===== src/rtl/sha256_message_padder.sv =====
// sha256_message_padder: pads a 32-bit word stream into SHA-256 blocks written as 16 words into scheduler memory
module sha256_message_padder #(
  parameter int LEN_W = 64
) (
  input  logic        clk,
  input  logic        reset,
  input  logic        in_valid,
  output logic        in_ready,
  input  logic [31:0] in_data,
  input  logic        in_last,
  input  logic [2:0]  in_nbytes,
  output logic [31:0] blk_word,
  output logic [3:0]  blk_addr,
  output logic        blk_we,
  output logic        blk_first,
  output logic        blk_done,
  output logic        blk_final,
  input  logic        blk_ack
);
  typedef enum logic [2:0] {DATA, PAD80, ZERO, LEN_HI, LEN_LO, DONE, WAIT_ACK} state_t;
  state_t state, state_n, resume, resume_n;
  logic [3:0] idx, idx_n;
  logic [LEN_W-1:0] bits, bits_n;
  logic spill, spill_n, fin, fin_n, wr;
  logic [31:0] word;
  logic [5:0] sh;
  assign in_ready = state == DATA && !reset;
  assign sh = {in_nbytes, 3'b000};
  // spill: the 0x80 landed at word 14/15, so the length goes into an extra block
  always_comb begin
    state_n = state;
    resume_n = resume;
    idx_n = idx;
    bits_n = bits;
    spill_n = spill;
    fin_n = fin;
    wr = 1'b0;
    word = '0;
    case (state)
      DATA: if (in_valid) begin
        wr = 1'b1;
        word = (in_data & ~(32'hffff_ffff >> sh)) | (32'h8000_0000 >> sh);
        bits_n = bits + LEN_W'(sh);
        if (in_last && in_nbytes != 3'd4) begin
          state_n = idx == 4'd15 ? DONE : idx == 4'd13 ? LEN_HI : ZERO;
          spill_n = idx >= 4'd14;
          resume_n = ZERO;
        end else if (idx == 4'd15) begin
          state_n = DONE;
          resume_n = in_last ? PAD80 : DATA;
        end else if (in_last) state_n = PAD80;
      end
      PAD80: begin
        wr = 1'b1;
        word = 32'h8000_0000;
        state_n = idx == 4'd15 ? DONE : idx == 4'd13 ? LEN_HI : ZERO;
        spill_n = idx >= 4'd14;
        resume_n = ZERO;
      end
      ZERO: begin
        wr = 1'b1;
        state_n = idx == 4'd15 ? DONE : (!spill && idx == 4'd13) ? LEN_HI : ZERO;
        resume_n = ZERO;
      end
      LEN_HI: begin
        wr = 1'b1;
        word = bits[LEN_W-1 -: 32];
        state_n = LEN_LO;
      end
      LEN_LO: begin
        wr = 1'b1;
        word = bits[31:0];
        state_n = DONE;
        fin_n = 1'b1;
      end
      DONE: state_n = WAIT_ACK;
      WAIT_ACK: if (blk_ack) begin
        state_n = fin ? DATA : resume;
        spill_n = 1'b0;
        fin_n = 1'b0;
        if (fin) begin
          bits_n = '0;
          idx_n = '0;
        end
      end
      default: state_n = DATA;
    endcase
    if (wr) idx_n = idx + 4'd1;
  end
  always_ff @(posedge clk or posedge reset) begin
    if (reset) begin
      state <= DATA;
      resume <= DATA;
      idx <= '0;
      bits <= '0;
      spill <= 1'b0;
      fin <= 1'b0;
      blk_word <= '0;
      blk_addr <= '0;
      blk_we <= 1'b0;
      blk_first <= 1'b0;
      blk_done <= 1'b0;
      blk_final <= 1'b0;
    end else begin
      state <= state_n;
      resume <= resume_n;
      idx <= idx_n;
      bits <= bits_n;
      spill <= spill_n;
      fin <= fin_n;
      blk_word <= word;
      blk_addr <= idx;
      blk_we <= wr;
      blk_first <= wr && idx == 4'd0;
      blk_done <= state == DONE;
      blk_final <= state == DONE && fin;
    end
  end
endmodule


===== config.mk =====
export PLATFORM = sky130hd
export DESIGN_NAME = sha256_message_padder
export DESIGN_NICKNAME = d
export VERILOG_FILES = /design/src/rtl/sha256_message_padder.sv
export SDC_FILE = /design/constraint.sdc
export NUM_CORES = 1
export LEC_CHECK = 0
export ABC_CLOCK_PERIOD_IN_PS = 4900
export BUFFER_PORTS_ARGS = -buffer_cell sky130_fd_sc_hd__buf_2
export CAP_MARGIN = 15
export CELL_PAD_IN_SITES_DETAIL_PLACEMENT = 1
export CELL_PAD_IN_SITES_GLOBAL_PLACEMENT = 1
export CORE_MARGIN = 4
export CORE_UTILIZATION = 42
export DETAILED_ROUTE_END_ITERATION = 10
export PLACE_DENSITY_LB_ADDON = 0.25
export SLEW_MARGIN = 20
export SYNTH_ARGS = -nofsm -noshare
export SYNTH_HDL_FRONTEND = slang
export SYNTH_SLANG_ARGS = --single-unit

===== constraint.sdc =====
create_clock -name clk -period 4.9 [get_ports clk]
set_input_delay 0.49 -clock clk [delete_from_list [all_inputs] [get_ports clk]]
set_output_delay 0.49 -clock clk [all_outputs]
set_load 0.01 [all_outputs]

==> impl_metrics.json, run 1 <==
{
  "cts_resized": 0,
  "place.gp.congestion": 0.8200,
  "hpwl_microns": 12510,
  "synth.area.top_cells": "dfrtp_1 (49%), a222oi_1 (4.6%), nand4_1 (3.5%), nand2_1 (3.3%), nor2_1 (3.0%)",
  "pwr-share-comb_pct": 25.1,
  "peakVddDrop_v": 0.0001763,
  "io_buffers": 80,
  "power_density_nw_per_um2": 415.7,
  "fin_skew_ns": 0.008611,
  "grt_pass1_wl_microns": 29190,
  "vias_per_cell": 6.061,
  "drt_wl_total_microns": 17740,
  "vias": 5128,
  "yosysTopAreaCell": "dfrtp_1",
  "htreeDepth": 3,
  "required_ns": 5.18,
  "yosysUniqueCellTypes": 51,
  "syn_area_per_cell_sq_um": 9.530,
  "row_count": 42,
  "tns_ns": 0,
  "p_switching_mw": 0.9608,
  "whs_ns": 0.2480,
  "synthTopCellsByCount": "dfrtp_1 (112), nand2_1 (50), nor2_1 (46), inv_1 (38), nand4_1 (32)",
  "num-nets-final": 713,
  "clkSlewWorstSetupHoldPaths_ns": 0.08,
  "cp_max_fo": 24,
  "post_drt_wl_per_cell_microns": 20.96,
  "io_pins": 81,
  "antenna_cells": 0,
  "status": "finished clean",
  "cts.sinks": 112,
  "die_h_microns": 124.7,
  "layout_min_cycle_time_ns": 3.459,
  "syn_nets": 648,
  "cp.arrival_ns": 3.74,
  "root_buffer": "clkbuf_16",
  "fillers": 1551,
  "ys_seq_area_share_pct": 49.02,
  "antenna_left": 0,
  "grt_setup_unrepaired": "no",
  "yosys.area.top_type_share_pct": 49.02,
  "slew-limit-headroom_pct": 37.06,
  "drc": 0,
  "critPathSlowestCell": "dfrtp_1",
  "placed_area_sq_um": 6271,
  "drt_iter0_drc": 448,
  "antenna_found_initial": 0,
  "grt_pass1_vias": 5471,
  "cp-start-kind": "flop",
  "finalHoldViolCount": 0,
  "drive_above_1_share_pct": 17.31,
  "path_class": "flop to flop",
  "ys.flop_type": "dfrtp_1",
  "tightest_slew_ns": 0.9424,
  "area_growth_pct": 15.43,
  "grt_max_degree": 80,
  "hold_class": "input pin to async pin",
  "final-seq-area_sq_um": 2803,
  "netlist_area_sq_um": 5718,
  "fmax_mhz": 289.1,
  "internal_power_mw": 1.783,
  "switching_share_pct": 35.02,
  "seqPwrFrac_pct": 45.1,
  "slew_viol_final": 0,
  "fin_crit_sh_pct": 70.60,
  "die_w_microns": 124.7,
  "synth-edff-count": 0,
  "cts_setup_buffers": 0,
  "maxCapViolCount": 0,
  "worstSetupEndpointType": "flop",
  "yosys_warnings": 0,
  "dieArea_sq_um": 15550,
  "numCtsBuffers": 9,
  "ctsLongestPathBuffers": 2,
  "yosysMostFrequentCell": "dfrtp_1",
  "track_usage_pct": 23.15,
  "finish.utilization_pct": 49.64,
  "power.total_mw": 2.744,
  "ys_async_sr_fraction_pct": 100.0,
  "leakage_nw": 3.089,
  "worst_path_largest_cell_delay_ns": 0.79,
  "rr_worst_depth": 5,
  "dr.pass1.iters": 7,
  "setup_viol": 0,
  "start_util_pct": 43.01,
  "clkPwrFrac_pct": 29.8,
  "final_area_sq_um": 6600,
  "cts_hold_buf": 0,
  "crit_path_cell_trace": "nand4_1 -> a221o_1 -> or4_4 -> or4_1 -> a21oi_1",
  "grt_overflow": 0,
  "multi_input_area_sq_um": 2664,
  "cts_tree": "done",
  "ys_seq_elements": 112,
  "clock_latency_ns": 0.36,
  "core-area_sq_um": 13300,
  "syn_inst": 600
}
## state kept, by name, summed over array words and instances, names as in the netlist
name       cells
blk_addr       4
blk_first      1
blk_final      1
fin            1
state          3
blk_done       1
bits          61
blk_we         1
resume         2
idx            4
spill          1
blk_word      32
## critical path: cells and delay by family (launching register included)
kind	cells	cell delay, ns
AOI/OAI and AO/OA	2	0.85
and+or+nand+nor	3	1.73
DFF	1	0.79
## metrics by stage
step	std cells	setup WS [ns]
after floorplan	600	1.451
after global placement	830	1.580
after detailed placement	830	1.482
after CTS	846	1.461
after global routing	846	1.225
final	846	1.441
## layout by cell type, fill, tap and decap left out, drive strengths merged, types with 2 or more instances in the layout
| cell type | instances |
|---|---|
| or4 | 16 |
| ha | 7 |
| nor3 | 14 |
| xnor2 | 13 |
| buf | 86 |
| nand3 | 28 |
| o21ai | 30 |
| nor3b | 2 |
| or2 | 4 |
| mux2i | 3 |
| and3 | 9 |
| o21a | 2 |
| mux2 | 2 |
| o31ai | 12 |
| a21o | 3 |
| and4 | 7 |
| a22o | 3 |
| nor4b | 2 |
| a22oi | 2 |
| clkbuf | 10 |
| a21oi | 30 |
| xor2 | 18 |
| nor2 | 46 |
| bufinv | 2 |
| nand2b | 4 |
| a222oi | 26 |
| clkinv | 2 |
| nand2 | 50 |
| and2 | 3 |
| nand4 | 32 |
| nor2b | 5 |
| or3 | 17 |
| a21boi | 2 |
| o211ai | 5 |
| dfrtp | 112 |
| inv | 40 |
| nor4 | 10 |
## cell type report
| type | instances | share of cell area [%] |
|---|---|---|
| Clock buffer | 10 | 3.469 |
| Clock inverter | 6 | 1.384 |
| Inverter | 38 | 2.237 |
| Multi-Input combinational cell | 418 | 40.36 |
| Sequential cell | 112 | 42.46 |
| Tap cell | 176 | 3.336 |
| Timing Repair Buffer | 86 | 6.749 |
## power by group through the flow
stage	clock network [mW]	logic, mW	registers [mW]
after global routing	0.865	0.772	1.27
final	0.819	0.689	1.24
after global placement	0	0.659	1.24
after CTS	0.827	0.696	1.24
after floorplan	0	0.461	1.21
after detailed placement	0	0.686	1.25
## worst paths after layout
| kind | slack, ns | endpoint | startpoint |
|---|---|---|---|
| min in group clk | 0.36 | blk_word[9]$_DFF_PP0_ | in_data[9] |
| max | 1.44 | bits[46]$_DFFE_PP0P_ | state[2]$_DFFE_PP0P_ |
| max reg2reg | 1.44 | bits[46]$_DFFE_PP0P_ | state[2]$_DFFE_PP0P_ |
| min reg2reg | 0.51 | blk_addr[3]$_DFF_PP0_ | idx[3]$_DFFE_PP0P_ |
| min | 0.25 | blk_done$_DFF_PP0_ | reset |
| max in group asynchronous | 3.70 | blk_word[22]$_DFF_PP0_ | reset |
## metal layers
layer	share of wire, %	wire length (microns)	vias up	global-route usage, %
met5	0	0	-	0
met4	3.1	544	0	9.413
li1	-	-	2339	-
met1	43	7547	2612	29.32
met2	51	8993	142	40.17
met3	3.7	649	35	2.744
## cells by family after synthesis
family                   share of synthesized area [%]
adder cells (fa/ha/maj)                          1.882
AO/OA/AOI/OAI                                    15.36
XOR/XNOR                                         4.748
flip-flops                                       49.02
multiplexers                                    0.9190
buffers and inverters                            4.639
AND/OR/NAND/NOR                                  23.44
(Power assumes the default switching activity.)
==> run 2, diff against run 1 <==
--- a/config.mk
+++ b/config.mk
@@ -5,13 +5,13 @@
 export SDC_FILE = /design/constraint.sdc
 export NUM_CORES = 1
 export LEC_CHECK = 0
-export ABC_CLOCK_PERIOD_IN_PS = 4900
+export ABC_CLOCK_PERIOD_IN_PS = 3100
 export BUFFER_PORTS_ARGS = -buffer_cell sky130_fd_sc_hd__buf_2
 export CAP_MARGIN = 15
 export CELL_PAD_IN_SITES_DETAIL_PLACEMENT = 1
 export CELL_PAD_IN_SITES_GLOBAL_PLACEMENT = 1
 export CORE_MARGIN = 4
-export CORE_UTILIZATION = 42
+export CORE_UTILIZATION = 40
 export DETAILED_ROUTE_END_ITERATION = 10
 export PLACE_DENSITY_LB_ADDON = 0.25
 export SLEW_MARGIN = 20
==> constraint.sdc (replaced) <==
create_clock -name clk -period 3.1 [get_ports clk]
set_input_delay 0.31 -clock clk [delete_from_list [all_inputs] [get_ports clk]]
set_output_delay 0.31 -clock clk [all_outputs]
set_load 0.01 [all_outputs]
==> run 2 against run 1 <==
  * Setup slack got worse by 1.0 ns
  * Core utilization fell by 0.98 points
  * Non-clock buffer count increased by 15
  * Highest routed layer unchanged
  * Critical path depth grew 1
  * Largest power group unchanged
  * Die area rose by 4.7%
==> impl_metrics.json, run 2 (same netlist as run 1, synthesis figures left out) <==
{
  "worst_path_largest_cell_delay_ns": 0.70,
  "antenna_left": 0,
  "track_usage_pct": 22.07,
  "dieArea_sq_um": 16270,
  "path_buf_inv": 0,
  "grt_setup_unrepaired": "no",
  "worst-path-stages": 6,
  "placed_area_sq_um": 6427,
  "io_pins": 81,
  "dpl_worst_slack_ns": 0.3623,
  "cp_common_cell": "a21oi_1",
  "critPathSlowestCell": "or4_4",
  "drive_above_1_share_pct": 19.12,
  "place.gp.congestion": 0.8131,
  "fin_skew_ns": 0.005476,
  "whs_ns": 0.02544,
  "dr.pass1.iters": 5,
  "hpwl_microns": 12730,
  "cp-start-kind": "flop",
  "numCtsBuffers": 9,
  "cts_setup_buffers": 0,
  "peakVddDrop_v": 0.0003665,
  "crit_path_cell_trace": "ha_1 -> a21oi_1 -> a221o_1 -> or4_4 -> or4_1 -> a21oi_1",
  "fmax_mhz": 373.7,
  "cts_hold_buf": 0,
  "final_area_sq_um": 6782,
  "htreeDepth": 3,
  "start_util_pct": 41.03,
  "area_growth_pct": 18.60,
  "cts_tree": "done",
  "worstSetupEndpointType": "flop",
  "antenna_found_initial": 0,
  "vias": 5192,
  "core-area_sq_um": 13930,
  "ctsLongestPathBuffers": 2,
  "fin_cells": 865,
  "grt_overflow": 0,
  "setup_viol": 0,
  "rr_worst_depth": 6,
  "leakage_nw": 3.185,
  "cts.sinks": 112,
  "drc": 0,
  "final_common_cell": "dfrtp_1",
  "row_count": 43,
  "fin_crit_sh_pct": 86.32,
  "critPathTopFamily": "simple AND/OR/NAND/NOR gates",
  "layout_min_cycle_time_ns": 2.676,
  "maxCapViolCount": 0,
  "num-nets-final": 728,
  "post_drt_wl_per_cell_microns": 20.29,
  "status": "finished clean",
  "clock_latency_ns": 0.35,
  "die_h_microns": 127.6,
  "cts_resized": 0,
  "path_class": "flop to flop",
  "slew_viol_final": 0,
  "clkSlewWorstSetupHoldPaths_ns": 0.07,
  "drt_iter0_drc": 427,
  "most-common-layout-cells": "dfrtp_1 (112), buf_2 (80), nand2_1 (50)",
  "multi_input_area_sq_um": 2658,
  "largest_reg_flops": 61,
  "drt_wl_total_microns": 17550,
  "grt_pass1_vias": 5204,
  "final-seq-area_sq_um": 2803,
  "finalHoldViolCount": 0,
  "largestRegisters": "bits (61), blk_word (32)",
  "vias_per_cell": 6.002,
  "required_ns": 3.38,
  "root_buffer": "clkbuf_16",
  "grt_max_degree": 39,
  "tightest_slew_ns": 0.7120,
  "hold_class": "input pin to async pin",
  "tns_ns": 0,
  "power_density_nw_per_um2": 656.4,
  "cp_max_fo": 24,
  "finish.utilization_pct": 48.67,
  "io_buffers": 80,
  "top_register": "bits",
  "die_w_microns": 127.6,
  "power.total_mw": 4.452,
  "fillers": 1612,
  "cp.arrival_ns": 2.96,
  "fin_ws_ns": 0.4239,
  "dp_cells": 849,
  "slew-limit-headroom_pct": 52.48,
  "antenna_cells": 0,
  "grt_pass1_wl_microns": 28580
}
-- run 2: cell types whose count changed in the layout (fill, tap and decap cells not counted), sizes merged --
cell      before  now
buf           86  101
clkinvlp       0    2
clkinv         2    1
bufinv         2    3
inv           40   38
-- run 2: report_power, final --
group,total [mW],internal [mW],leakage (nW),switching [mW]
Sequential,1.89,1.68,1.51,0.201
Combinational,1.19,0.457,1.50,0.734
Clock,1.37,0.817,0.169,0.557
Total,4.45,2.96,3.18,1.49
-- run 2: routing by layer --
layer | share of wire (%) | routed length (microns) | GRT usage, %
met1 | 46 | 8060 | 31.44
met2 | 48 | 8455 | 35.00
met3 | 4.2 | 742 | 3.219
met4 | 1.6 | 288 | 6.625
met5 | 0 | 0 | 0
-- run 2: area by class of cell --
| class | instances | share of cell area (%) |
|---|---|---|
| Inverter | 38 | 2.159 |
| Timing Repair Buffer | 101 | 8.782 |
| Sequential cell | 112 | 41.33 |
| Clock buffer | 10 | 3.524 |
| Tap cell | 180 | 3.321 |
| Multi-Input combinational cell | 418 | 39.19 |
| Clock inverter | 6 | 1.697 |
-- run 2: worst paths after layout --
path / from / to / slack, ns
max: bits[5]$_DFFE_PP0P_ / bits[46]$_DFFE_PP0P_ / 0.42
min: reset / state[0]$_DFFE_PP0P_ / 0.03
max reg2reg: bits[5]$_DFFE_PP0P_ / bits[46]$_DFFE_PP0P_ / 0.42
min reg2reg: idx[3]$_DFFE_PP0P_ / blk_addr[3]$_DFF_PP0_ / 0.51
max in group asynchronous: reset / bits[38]$_DFFE_PP0P_ / 2.27
min in group clk: in_data[9] / blk_word[9]$_DFF_PP0_ / 0.19
-- run 2: worst reg2reg max path, stage by stage, from the launching register on --
cell and delay (ns):
dfrtp_1 0.40, ha_1 0.36, a21oi_1 0.09, a221o_1 0.36, or4_4 0.70, or4_1 0.55
a21oi_1 0.14
